==> src/rtl/div_result_bcd_if.sv <==
// -----------------------------------------------------------------------------
// div_result_bcd_if
//
// Bundles the divider-result handshake between the long-division controller
// (master) and the BCD result stage (slave).
//
// Build option:
//   DIV_BCD_BLANK_EN - adds the q_blank / r_blank leading-zero blanking vectors.
//
// Signals:
//   done        master->slave  one-cycle divider completion pulse
//   error       master->slave  divide-by-zero flag, valid with done
//   quotient    master->slave  SIZE-bit unsigned quotient, valid with done
//   remainder   master->slave  SIZE-bit unsigned remainder, valid with done
//   busy        slave->master  conversion in progress
//   valid       slave->master  held outputs carry a completed result
//   new_result  slave->master  one-cycle pulse when a result is committed
//   err_out     slave->master  latched divider error of the held result
//   q_bcd       slave->master  quotient, packed BCD, digit 0 in [3:0]
//   r_bcd       slave->master  remainder, packed BCD, digit 0 in [3:0]
//   q_blank     slave->master  (DIV_BCD_BLANK_EN) quotient blanking mask
//   r_blank     slave->master  (DIV_BCD_BLANK_EN) remainder blanking mask
// -----------------------------------------------------------------------------
interface div_result_bcd_if #(
    parameter int SIZE   = 8,
    parameter int DIGITS = 3
);
    logic                  done;
    logic                  error;
    logic [SIZE-1:0]       quotient;
    logic [SIZE-1:0]       remainder;
    logic                  busy;
    logic                  valid;
    logic                  new_result;
    logic                  err_out;
    logic [4*DIGITS-1:0]   q_bcd;
    logic [4*DIGITS-1:0]   r_bcd;
`ifdef DIV_BCD_BLANK_EN
    logic [DIGITS-1:0]     q_blank;
    logic [DIGITS-1:0]     r_blank;

    modport master (
        output done, error, quotient, remainder,
        input  busy, valid, new_result, err_out, q_bcd, r_bcd, q_blank, r_blank
    );

    modport slave (
        input  done, error, quotient, remainder,
        output busy, valid, new_result, err_out, q_bcd, r_bcd, q_blank, r_blank
    );
`else
    modport master (
        output done, error, quotient, remainder,
        input  busy, valid, new_result, err_out, q_bcd, r_bcd
    );

    modport slave (
        input  done, error, quotient, remainder,
        output busy, valid, new_result, err_out, q_bcd, r_bcd
    );
`endif
endinterface

==> src/rtl/div_result_bcd.sv <==
// -----------------------------------------------------------------------------
// div_result_bcd
//
// Result stage behind the long-division datapath. On the divider's done pulse
// it captures quotient, remainder and the error flag, converts quotient and
// then remainder to packed BCD with a serial double-dabble (one bit per clock),
// and commits the pair to registered outputs that stay stable for the
// seven-segment driver until the next division completes.
//
// A divide-by-zero skips conversion and commits zeros with err_out set.
// done pulses arriving while a conversion or commit is in flight are ignored.
//
// Build option:
//   DIV_BCD_BLANK_EN - also registers q_blank / r_blank leading-zero masks.
//
// Parameters:
//   SIZE    divider operand width (quotient / remainder bits)
//   DIGITS  BCD digits per value; 10**DIGITS must exceed 2**SIZE - 1
//           (must match the parameters of the connected interface)
//
// Ports:
//   clk     system clock, rising edge
//   reset   synchronous, active-high reset (aborts any conversion)
//   bus     div_result_bcd_if slave modport (see interface header)
// -----------------------------------------------------------------------------
module div_result_bcd #(
    parameter int SIZE   = 8,
    parameter int DIGITS = 3
) (
    input  logic             clk,
    input  logic             reset,
    div_result_bcd_if.slave  bus
);

    localparam int BW = 4 * DIGITS;          // BCD accumulator width
    localparam int CW = $clog2(SIZE + 1);    // bit counter holds 0..SIZE

    localparam logic [1:0] IDLE   = 2'd0;
    localparam logic [1:0] CONV_Q = 2'd1;
    localparam logic [1:0] CONV_R = 2'd2;
    localparam logic [1:0] FINISH = 2'd3;

    // -------------------------------------------------------------------------
    // State
    // -------------------------------------------------------------------------
    logic [1:0]        state;
    logic [CW-1:0]     bit_cnt;
    logic [SIZE-1:0]   bin_sr;       // binary value being shifted out MSB first
    logic [SIZE-1:0]   rem_hold;     // remainder parked while quotient converts
    logic [BW-1:0]     bcd_acc;      // double-dabble BCD accumulator
    logic [BW-1:0]     q_pend;       // converted quotient awaiting commit
    logic [BW-1:0]     r_pend;       // converted remainder awaiting commit
    logic              err_pend;     // error flag awaiting commit

    logic              busy_r;
    logic              valid_r;
    logic              new_result_r;
    logic              err_out_r;
    logic [BW-1:0]     q_bcd_r;
    logic [BW-1:0]     r_bcd_r;
`ifdef DIV_BCD_BLANK_EN
    logic [DIGITS-1:0] q_blank_r;
    logic [DIGITS-1:0] r_blank_r;
`endif

    // -------------------------------------------------------------------------
    // Double-dabble step helpers
    // -------------------------------------------------------------------------

    // Correct every digit >= 5 by +3 so the following shift carries a
    // decimal overflow into the next digit.
    function automatic logic [BW-1:0] add3_digits(input logic [BW-1:0] v);
        logic [BW-1:0] res;
        res = v;
        for (int d = 0; d < DIGITS; d++) begin
            if (v[4*d +: 4] >= 4'd5) begin
                res[4*d +: 4] = v[4*d +: 4] + 4'd3;
            end
        end
        return res;
    endfunction

`ifdef DIV_BCD_BLANK_EN
    // A digit is blanked when it and every more-significant digit are zero.
    // Digit 0 always shows, so a value of zero still displays a single 0.
    function automatic logic [DIGITS-1:0] blank_mask(input logic [BW-1:0] v);
        logic [DIGITS-1:0] mask;
        logic              upper_zero;
        mask       = '0;
        upper_zero = 1'b1;
        for (int d = DIGITS - 1; d >= 1; d--) begin
            upper_zero = upper_zero & (v[4*d +: 4] == 4'd0);
            mask[d]    = upper_zero;
        end
        return mask;
    endfunction

    // On an error both displays show only digit 0 (which carries 0).
    localparam logic [DIGITS-1:0] ERR_BLANK = {{(DIGITS-1){1'b1}}, 1'b0};
`endif

    // Next accumulator / shift register values for one conversion cycle:
    // add-3 is applied combinationally to the registered accumulator, then
    // {bcd, bin} shifts left one bit in the same clock.
    logic [BW-1:0]   bcd_adj;
    logic [BW-1:0]   bcd_shift;
    logic [SIZE-1:0] bin_shift;
    logic [CW-1:0]   cnt_dec;
    logic            last_bit;

    // NOTE: every always_comb output gets a value on every path (here by
    // unconditional assignment), otherwise synthesis infers a latch.
    always_comb begin
        bcd_adj   = add3_digits(bcd_acc);
        bcd_shift = {bcd_adj[BW-2:0], bin_sr[SIZE-1]};
        bin_shift = bin_sr << 1;
        cnt_dec   = bit_cnt - CW'(1);
        last_bit  = (bit_cnt == CW'(1));   // counter reaches 0 after this shift
    end

    // -------------------------------------------------------------------------
    // Controller and datapath
    // -------------------------------------------------------------------------
    // NOTE: sequential state is written only with non-blocking assignments so
    // every register samples pre-edge values regardless of statement order.
    always_ff @(posedge clk) begin
        if (reset) begin
            state        <= IDLE;
            bit_cnt      <= '0;
            bin_sr       <= '0;
            rem_hold     <= '0;
            bcd_acc      <= '0;
            q_pend       <= '0;
            r_pend       <= '0;
            err_pend     <= 1'b0;
            busy_r       <= 1'b0;
            valid_r      <= 1'b0;
            new_result_r <= 1'b0;
            err_out_r    <= 1'b0;
            q_bcd_r      <= '0;
            r_bcd_r      <= '0;
`ifdef DIV_BCD_BLANK_EN
            q_blank_r    <= '0;
            r_blank_r    <= '0;
`endif
        end else begin
            // new_result is a pulse; only FINISH raises it.
            new_result_r <= 1'b0;

            case (state)
                IDLE: begin
                    if (bus.done) begin
                        if (bus.error) begin
                            // Nothing to convert: commit zeros with the flag.
                            q_pend   <= '0;
                            r_pend   <= '0;
                            err_pend <= 1'b1;
                            state    <= FINISH;
                        end else begin
                            bin_sr   <= bus.quotient;
                            rem_hold <= bus.remainder;
                            bcd_acc  <= '0;
                            bit_cnt  <= CW'(SIZE);
                            err_pend <= 1'b0;
                            busy_r   <= 1'b1;
                            state    <= CONV_Q;
                        end
                    end
                end

                CONV_Q: begin
                    if (last_bit) begin
                        // Quotient done; restart the same engine on the remainder.
                        q_pend  <= bcd_shift;
                        bcd_acc <= '0;
                        bin_sr  <= rem_hold;
                        bit_cnt <= CW'(SIZE);
                        state   <= CONV_R;
                    end else begin
                        bcd_acc <= bcd_shift;
                        bin_sr  <= bin_shift;
                        bit_cnt <= cnt_dec;
                    end
                end

                CONV_R: begin
                    bcd_acc <= bcd_shift;
                    bin_sr  <= bin_shift;
                    bit_cnt <= cnt_dec;
                    if (last_bit) begin
                        r_pend <= bcd_shift;
                        busy_r <= 1'b0;
                        state  <= FINISH;
                    end
                end

                FINISH: begin
                    q_bcd_r      <= q_pend;
                    r_bcd_r      <= r_pend;
                    err_out_r    <= err_pend;
`ifdef DIV_BCD_BLANK_EN
                    q_blank_r    <= err_pend ? ERR_BLANK : blank_mask(q_pend);
                    r_blank_r    <= err_pend ? ERR_BLANK : blank_mask(r_pend);
`endif
                    valid_r      <= 1'b1;
                    new_result_r <= 1'b1;
                    state        <= IDLE;
                end

                default: begin
                    state <= IDLE;
                end
            endcase
        end
    end

    // -------------------------------------------------------------------------
    // Outputs (all registered)
    // -------------------------------------------------------------------------
    assign bus.busy       = busy_r;
    assign bus.valid      = valid_r;
    assign bus.new_result = new_result_r;
    assign bus.err_out    = err_out_r;
    assign bus.q_bcd      = q_bcd_r;
    assign bus.r_bcd      = r_bcd_r;
`ifdef DIV_BCD_BLANK_EN
    assign bus.q_blank    = q_blank_r;
    assign bus.r_blank    = r_blank_r;
`endif

endmodule

==> src/flat_wrapper.sv <==
// flat-port wrapper written by rule: the top's interface ports become plain ports
module div_result_bcd_flat 
#(
    parameter int SIZE   = 8,
    parameter int DIGITS = 3
)
  (clk, reset, bus_done, bus_error, bus_quotient, bus_remainder, bus_busy, bus_valid, bus_new_result, bus_err_out, bus_q_bcd, bus_r_bcd);
  div_result_bcd_if #(.SIZE(SIZE), .DIGITS(DIGITS)) bus_i ();
  input  logic clk;
  input  logic reset;
  input wire logic [$bits(bus_i.done)-1:0] bus_done;
  input wire logic [$bits(bus_i.error)-1:0] bus_error;
  input wire logic [$bits(bus_i.quotient)-1:0] bus_quotient;
  input wire logic [$bits(bus_i.remainder)-1:0] bus_remainder;
  output wire logic [$bits(bus_i.busy)-1:0] bus_busy;
  output wire logic [$bits(bus_i.valid)-1:0] bus_valid;
  output wire logic [$bits(bus_i.new_result)-1:0] bus_new_result;
  output wire logic [$bits(bus_i.err_out)-1:0] bus_err_out;
  output wire logic [$bits(bus_i.q_bcd)-1:0] bus_q_bcd;
  output wire logic [$bits(bus_i.r_bcd)-1:0] bus_r_bcd;
  assign bus_i.done = bus_done;
  assign bus_i.error = bus_error;
  assign bus_i.quotient = bus_quotient;
  assign bus_i.remainder = bus_remainder;
  assign bus_busy = bus_i.busy;
  assign bus_valid = bus_i.valid;
  assign bus_new_result = bus_i.new_result;
  assign bus_err_out = bus_i.err_out;
  assign bus_q_bcd = bus_i.q_bcd;
  assign bus_r_bcd = bus_i.r_bcd;
  div_result_bcd #(.SIZE(SIZE), .DIGITS(DIGITS)) u_core (.clk(clk), .reset(reset), .bus(bus_i));
endmodule
==> config.mk <==
export PLATFORM = sky130hd
export DESIGN_NAME = div_result_bcd_flat
export DESIGN_NICKNAME = d
export VERILOG_FILES = /design/src/rtl/div_result_bcd_if.sv /design/src/rtl/div_result_bcd.sv /design/src/flat_wrapper.sv
export SDC_FILE = /design/constraint.sdc
export NUM_CORES = 1
export LEC_CHECK = 0
export ABC_AREA = 1
export BUFFER_PORTS_ARGS = -buffer_cell sky130_fd_sc_hd__buf_2
export CORE_ASPECT_RATIO = 1.4
export CORE_MARGIN = 1
export CORE_UTILIZATION = 58
export CTS_CLUSTER_DIAMETER = 30
export DETAILED_ROUTE_END_ITERATION = 10
export GPL_TIMING_DRIVEN = 0
export PLACE_DENSITY_LB_ADDON = 0.3
export RECOVER_POWER = 25
export SYNTH_ARGS = -nofsm -noshare
export SYNTH_HDL_FRONTEND = slang
export SYNTH_SLANG_ARGS = --single-unit
==> constraint.sdc <==
create_clock -name clk -period 2 [get_ports clk]
set_input_delay 0.4 -clock clk [delete_from_list [all_inputs] [get_ports clk]]
set_output_delay 0.4 -clock clk [all_outputs]
set_load 0.02 [all_outputs]
# Word-level counts from Yosys, hierarchy flattened
# Cells that the tools add are included.
word_totals:
  output_inout_bits: 28
  inputBits: 20
  elab_cells: 73
  reg_bits: 87
op_classes:
  n_bitwise: 1
  n_reduce_logical: 11
  n_mux: 31
  n_eq_ne: 9
  addsub: 4
  order_cmp: 3
op_table:
  columns: ["operator", "count"]
  rows:
  - ["2-to-1 mux 12 bit", 6]
  - ["case mux 12 bit (2 select lines)", 2]
  - ["case mux 12 bit (3 select lines)", 1]
  - ["2-to-1 mux 8 bit", 3]
  - ["case mux 8 bit (3 select lines)", 1]
  - ["2-to-1 mux 4 bit", 5]
  - [">= comparator 4 x 3 -> 1 bit, second input constant", 3]
  - ["case mux 4 bit (3 select lines)", 1]
  - ["AND reduction 4 bit", 3]
  - ["AND reduction 3 bit", 3]
  - ["adder 4 x 2 -> 4 bit, second input constant", 2]
  - ["2-to-1 mux 2 bit", 4]
  - ["case mux 2 bit (4 select lines)", 1]
  - ["inequality test 2 bit, second input constant", 3]
  - ["2-to-1 mux 1 bit", 5]
  - ["equality test 2 bit, second input constant", 2]
  - ["equality test 4 x 1 -> 1 bit, second input constant", 1]
  - ["inequality test 2 x 1 -> 1 bit, second input constant", 2]
  - ["nonzero test 2 bit", 2]
  - ["subtractor 4 x 1 -> 4 bit, second input constant", 1]
  - ["adder 3 x 2 -> 3 bit, second input constant", 1]
  - ["2-to-1 mux 3 bit", 1]
  - ["nonzero test 3 bit", 1]
  - ["equality test 2 x 1 -> 1 bit, second input constant", 1]
  - ["4 further kinds", 4]

# Longest topological paths before layout
logic_depth:
  word_depth: 4
  ltp_mapped: 11
  ltp_nobuf: 10

# Least setup slack after synthesis
# Ideal clock, no wire load.
synth_timing:
  path_kind: "reg-to-reg"
  from: "reg u_core.state[0]"
  to: "reg u_core.q_pend[5]"
  required_time_ns: 1.872
  setup_time_ns: 0.128
  slack_ns: 0.451
  path_buffers: 2
  stages_incl_launch_ff: 11
  arrival_time_ns: 1.421
  synth_period_minus_slack_ns: 1.549
  cell_sequence: "dfxtp_1 -> inv_1 -> ha_1 -> buf_6 -> nand2_2 -> nand2_1 -> nor2_2 -> buf_4 -> a21oi_1 -> nor2_1 -> nor2_1"
synth_between:
  elab_chain_cells: 3
  elab_cells_between_ends: 8
  cone_classes: "eq/ne (4); mux (1); reduce/logical (3)"
synth_rtl:
  columns: ["element", "line", "rtl"]
  rows:
  - ["start, declared", "div_result_bcd.sv:46", "logic [1:0] state;"]
  - ["start signal, assigned", "div_result_bcd.sv:128", "state <= IDLE;"]
  - ["start signal, assigned", "div_result_bcd.sv:158", "state <= FINISH;"]
  - ["start signal, assigned", "div_result_bcd.sv:166", "state <= CONV_Q;"]
  - ["equality test 2 x 1 -> 1 bit / zero test 2 bit (equally long branches)", "div_result_bcd.sv:150", "case (state)"]
  - ["inequality test 2 x 1 -> 1 bit (no source line) (tied with other cells)", null, null]
  - ["AND reduction 4 bit (no source line)", null, null]
  - ["end signal, assigned", "div_result_bcd.sv:174", "q_pend <= bcd_shift;"]
  - ["end, declared", "div_result_bcd.sv:51", "logic [BW-1:0] q_pend;"]
# Parallel ways exist; a longest one is shown, timed or not.
# A chain may end at the register's enable or synchronous reset.

# Worst setup path in the final report
layout_timing:
  from: "reg u_core.state[0]"
  to: "reg u_core.bcd_acc[11]"
layout_between:
  elab_chain_cells: 3
  elab_cells_between_ends: 8
  cone_classes: "eq/ne (4); mux (1); reduce/logical (3)"
layout_rtl:
  columns: ["element", "line", "rtl"]
  rows:
  - ["equality test 2 x 1 -> 1 bit (tied with other cells)", "div_result_bcd.sv:150", null]
  - ["nonzero test 3 bit (no source line) / inequality test 2 bit (equally long branches)", null, null]
  - ["AND reduction 3 bit (no source line)", null, null]
  - ["end signal, assigned", "div_result_bcd.sv:180", "bcd_acc <= bcd_shift;"]
  - ["end signal, assigned", "div_result_bcd.sv:187", "bcd_acc <= bcd_shift;"]
  - ["end, declared", "div_result_bcd.sv:50", "logic [BW-1:0] bcd_acc;"]
# Parallel ways exist; a longest one is shown, timed or not.

==> flow_results.xml <==
<?xml version="1.0" encoding="UTF-8"?>
<metrics>
  <group name="clocking">
    <metric name="ctsHtreeMaxLevel" unit="">3</metric>
    <metric name="numCtsBuffers" unit="">9</metric>
    <metric name="cts_num_sinks" unit="">87</metric>
    <metric name="cts.root.buffer_cell" unit="">sky130_fd_sc_hd__clkbuf_8</metric>
    <metric name="cts.reportedPaths.clkPinSlew" unit="ns">0.10</metric>
    <metric name="cts_hold_buffers" unit="">0</metric>
    <metric name="cts_tree" unit="">done</metric>
    <metric name="cts_max_path_buffers" unit="">2</metric>
    <metric name="insertion_delay_to_the_later_sink_of_the_worst_skew_pair" unit="ns">0.37</metric>
  </group>
  <group name="grt">
    <metric name="antenna_found_initial" unit="">0</metric>
    <metric name="vias_in_the_first_global_route" unit="">3822</metric>
    <metric name="globalRouteOverflowTotal" unit="">0</metric>
    <metric name="grt_pass1_wl" unit="um">16900</metric>
    <metric name="grt_max_degree" unit="">17</metric>
    <metric name="grtUsageTotal" unit="%">29.6</metric>
  </group>
  <group name="place">
    <metric name="placement.io_buffers" unit="">47</metric>
    <metric name="post-dp-hpwl" unit="um">7520</metric>
    <metric name="gpl.final_weighted_congestion" unit="">0.850</metric>
    <metric name="post_place_setup_slack" unit="ns">0.134</metric>
  </group>
  <group name="detailed_routing">
    <metric name="routed_wl" unit="um">10500</metric>
    <metric name="dr_total_vias" unit="">4028</metric>
    <metric name="drc" unit="">0</metric>
    <metric name="first_iter_violations" unit="">219</metric>
    <metric name="post_drt_via_cell_ratio" unit="">5.37</metric>
    <metric name="number_of_nets_still_failing_antenna_checks_after_routing" unit="">0</metric>
    <metric name="avgRoutedWirePerCell" unit="um">13.9</metric>
    <metric name="drt_pass1_iterations" unit="">6</metric>
  </group>
  <group name="cells_and_area">
    <metric name="drive_gt1_share" unit="%">10.1</metric>
    <metric name="area.growth.synth_to_final" unit="%">12.9</metric>
    <metric name="nets" unit="">682</metric>
    <metric name="num_antenna_cells" unit="">0</metric>
  </group>
  <group name="worst_setup_path">
    <metric name="cp_cell_instances" unit="">inv_1 -&gt; ha_1 -&gt; clkbuf_4 -&gt; inv_2 -&gt; nor2_2 -&gt; buf_4 -&gt; nand3_1 -&gt; a21oi_1</metric>
    <metric name="crit_buf_inv" unit="">4</metric>
    <metric name="setup.worst_path.start_class" unit="">register</metric>
    <metric name="timing.critical_path.arrival" unit="ns">2.13</metric>
    <metric name="worstSetupEndpointType" unit="">register</metric>
    <metric name="required" unit="ns">2.29</metric>
    <metric name="worst_path_largest_cell_delay" unit="ns">0.39</metric>
    <metric name="timing.setup.critical_path_class" unit="">register to register</metric>
    <metric name="critPathSlowestCell" unit="">sky130_fd_sc_hd__dfxtp_1</metric>
    <metric name="critical-path-top-delay-family" unit="">buffers and inverters</metric>
    <metric name="crit_path_max_fanout" unit="">10</metric>
  </group>
  <group name="sta">
    <metric name="final.setup_skew" unit="ns">0.0164</metric>
    <metric name="rsz0062_at_grt" unit="">no</metric>
    <metric name="slew_violations" unit="">0</metric>
    <metric name="setup_slack" unit="ns">0.161</metric>
    <metric name="final-setup-viol-count" unit="">0</metric>
    <metric name="layout_min_cycle_time" unit="ns">1.84</metric>
    <metric name="worst_pin_slew" unit="ns">0.650</metric>
    <metric name="finalHoldViolations" unit="">0</metric>
    <metric name="fmax" unit="MHz">544</metric>
    <metric name="final_min_period_over_clock_period" unit="%">91.9</metric>
    <metric name="timing.setup.tns" unit="ns">0</metric>
    <metric name="slew_headroom" unit="%">56.7</metric>
  </group>
  <group name="synthesis">
    <metric name="syn_area" unit="um2">4150</metric>
    <metric name="synth.yosys.seq_area_share" unit="%">42.0</metric>
    <metric name="synth.ff_latch_count" unit="">87</metric>
    <metric name="synth.area.top_cells" unit="">sky130_fd_sc_hd__dfxtp_1 (42%), sky130_fd_sc_hd__nand2_1 (11%), sky130_fd_sc_hd__nor2_1 (9.1%)</metric>
    <metric name="synth.lib_cells_used.distinct" unit="">28</metric>
    <metric name="postSynthCellCount" unit="">592</metric>
    <metric name="synth-warning-count" unit="">0</metric>
    <metric name="yosys.area.top_type" unit="">sky130_fd_sc_hd__dfxtp_1</metric>
    <metric name="synth_nets" unit="">624</metric>
    <metric name="post_synth.cell_area_avg" unit="um2">7.00</metric>
    <metric name="netlist.area_leader.share" unit="%">42.0</metric>
  </group>
  <group name="floorplan">
    <metric name="dieWidth" unit="um">73.5</metric>
    <metric name="die_area" unit="um2">7500</metric>
    <metric name="num_rows" unit="">36</metric>
    <metric name="start_util" unit="%">59.8</metric>
    <metric name="die_h" unit="um">102</metric>
    <metric name="coreArea" unit="um2">6940</metric>
    <metric name="pin_count" unit="">48</metric>
  </group>
  <group name="pwr">
    <metric name="cellPowerDensity" unit="nW/um2">1340</metric>
    <metric name="power" unit="mW">6.29</metric>
    <metric name="vdd.ir_drop.worst" unit="V">0.000746</metric>
    <metric name="cellLeakagePower" unit="nW">2.01</metric>
  </group>
  <group name="run">
    <metric name="max_cap_viol_count" unit="">0</metric>
  </group>
  <group name="run_status">
    <metric name="run_status" unit="">finished clean</metric>
  </group>
  <group name="worst_hold_path">
    <metric name="min-delay-path-class" unit="">input pin to register</metric>
  </group>
</metrics>
per-layer routing:
layer	up-vias	global-route usage, %	routed length [um]
li1	2024	-	-
met1	1835	33.2	4270
met2	134	50.7	5160
met3	35	4.83	578
met4	0	20.1	443
met5	-	0	0
path summary, 6_finish.rpt:
path	startpoint	slack, ns	cells past startpoint	to
hold / removal	bus_remainder[0]	0.26	3	u_core.rem_hold[0]
setup reg to reg	u_core.state[0]	0.16	8	u_core.bcd_acc[11]
hold reg to reg	u_core.rem_hold[3]	0.46	2	u_core.rem_hold[3]
setup / recovery	u_core.state[0]	0.16	8	u_core.bcd_acc[11]
synthesized netlist by cell type:
| cell | n |
|---|---|
| sky130_fd_sc_hd__nand2_1 | 124 |
| sky130_fd_sc_hd__nor2_1 | 101 |
| sky130_fd_sc_hd__dfxtp_1 | 87 |
| sky130_fd_sc_hd__a21oi_1 | 67 |
| sky130_fd_sc_hd__inv_1 | 55 |
| sky130_fd_sc_hd__nand3_1 | 37 |
| sky130_fd_sc_hd__o21ai_0 | 37 |
| sky130_fd_sc_hd__nand4_1 | 18 |
| sky130_fd_sc_hd__clkbuf_1 | 14 |
| sky130_fd_sc_hd__ha_1 | 12 |
| sky130_fd_sc_hd__a21boi_0 | 5 |
| sky130_fd_sc_hd__buf_2 | 5 |
| sky130_fd_sc_hd__buf_4 | 5 |
| sky130_fd_sc_hd__buf_6 | 4 |
| sky130_fd_sc_hd__nand3_2 | 3 |
| sky130_fd_sc_hd__nor2_2 | 3 |
| sky130_fd_sc_hd__inv_2 | 2 |
| sky130_fd_sc_hd__nand2_2 | 2 |
| sky130_fd_sc_hd__nand2_8 | 2 |
| sky130_fd_sc_hd__a21boi_1 | 1 |
| sky130_fd_sc_hd__buf_1 | 1 |
| sky130_fd_sc_hd__buf_8 | 1 |
| sky130_fd_sc_hd__nand2_4 | 1 |
| sky130_fd_sc_hd__nand3b_1 | 1 |
| sky130_fd_sc_hd__nor2_4 | 1 |
| sky130_fd_sc_hd__nor3_1 | 1 |
| sky130_fd_sc_hd__nor3_2 | 1 |
| sky130_fd_sc_hd__o21a_1 | 1 |
flip-flops by register name (all words and copies together), names as in the netlist:
register and flops:
u_core.q_pend 12, u_core.bus.new_result 1, u_core.bus.valid 1, u_core.bus.err_out 1
u_core.bin_sr 8, u_core.bit_cnt 4, u_core.bcd_acc 12, u_core.bus.q_bcd 12
u_core.err_pend 1, u_core.bus.r_bcd 12, u_core.bus.busy 1, u_core.r_pend 12
u_core.rem_hold 8, u_core.state 2
what timing repair did:
| item | CTS | global route |
|---|---|---|
| setup endpoints to repair | 0 | 11 |
| resized for setup | 0 | 1 |
| hold endpoints to repair | 0 | 0 |
| buffers inserted | 0 | 0 |
logic make-up (layout without fill, tap and decap cells):
kind of cell,after synthesis,after routing,synth area share [%]
compound gates,111,111,13.8
fa+ha+maj,12,12,3.62
flops,87,87,42.0
buf+inv,87,150,9.47
simple gates,295,295,31.1
power breakdown:
| part | internal (mW) | switching (mW) |
|---|---|---|
| Sequential | 2.00 | 0.190 |
| Clock | 0.632 | 0.699 |
| Combinational | 0.905 | 1.86 |
| Total | 3.54 | 2.75 |
cell type report:
| class | count | area [um2] |
|---|---|---|
| inverter | 57 | 214 |
| timing repair buffer | 47 | 201 |
| multi-input combinational | 418 | 2010 |
| buffer | 30 | 181 |
| clock inverter | 6 | 75.1 |
| sequential | 87 | 1740 |
| tap | 95 | 119 |
| clock buffer | 10 | 138 |
| fill | 627 | 2250 |
worst register-to-register path, delay by kind of cell, from the launching register on:
| family | cells | cell delay [ns] |
|---|---|---|
| AO/OA/AOI/OAI | 1 | 0.15 |
| flip-flops | 1 | 0.39 |
| AND/OR/NAND/NOR | 2 | 0.31 |
| adder cells (fa/ha/maj) | 1 | 0.28 |
| buffers and inverters | 4 | 0.63 |
layout by cell type, fill, tap and decap left out, drive strengths merged:
cell type	instances
a21boi	6
a21oi	67
buf	35
bufinv	1
clkbuf	52
clkinv	1
clkinvlp	1
dfxtp	87
ha	12
inv	60
nand2	129
nand3	40
nand3b	1
nand4	18
nor2	105
nor3	2
o21a	1
o21ai	37
stage by stage:
stage,instance area (um2),utilization (%),instances,hold slack [ns]
finish,4680,67.5,750,0.260
global route,4680,67.5,750,0.276
CTS,4710,67.9,750,0.255
detailed placement,4500,64.9,734,0.447
global placement,4500,64.9,734,0.440
floorplan,4150,-,592,0.430
(Power assumes the default switching activity.)
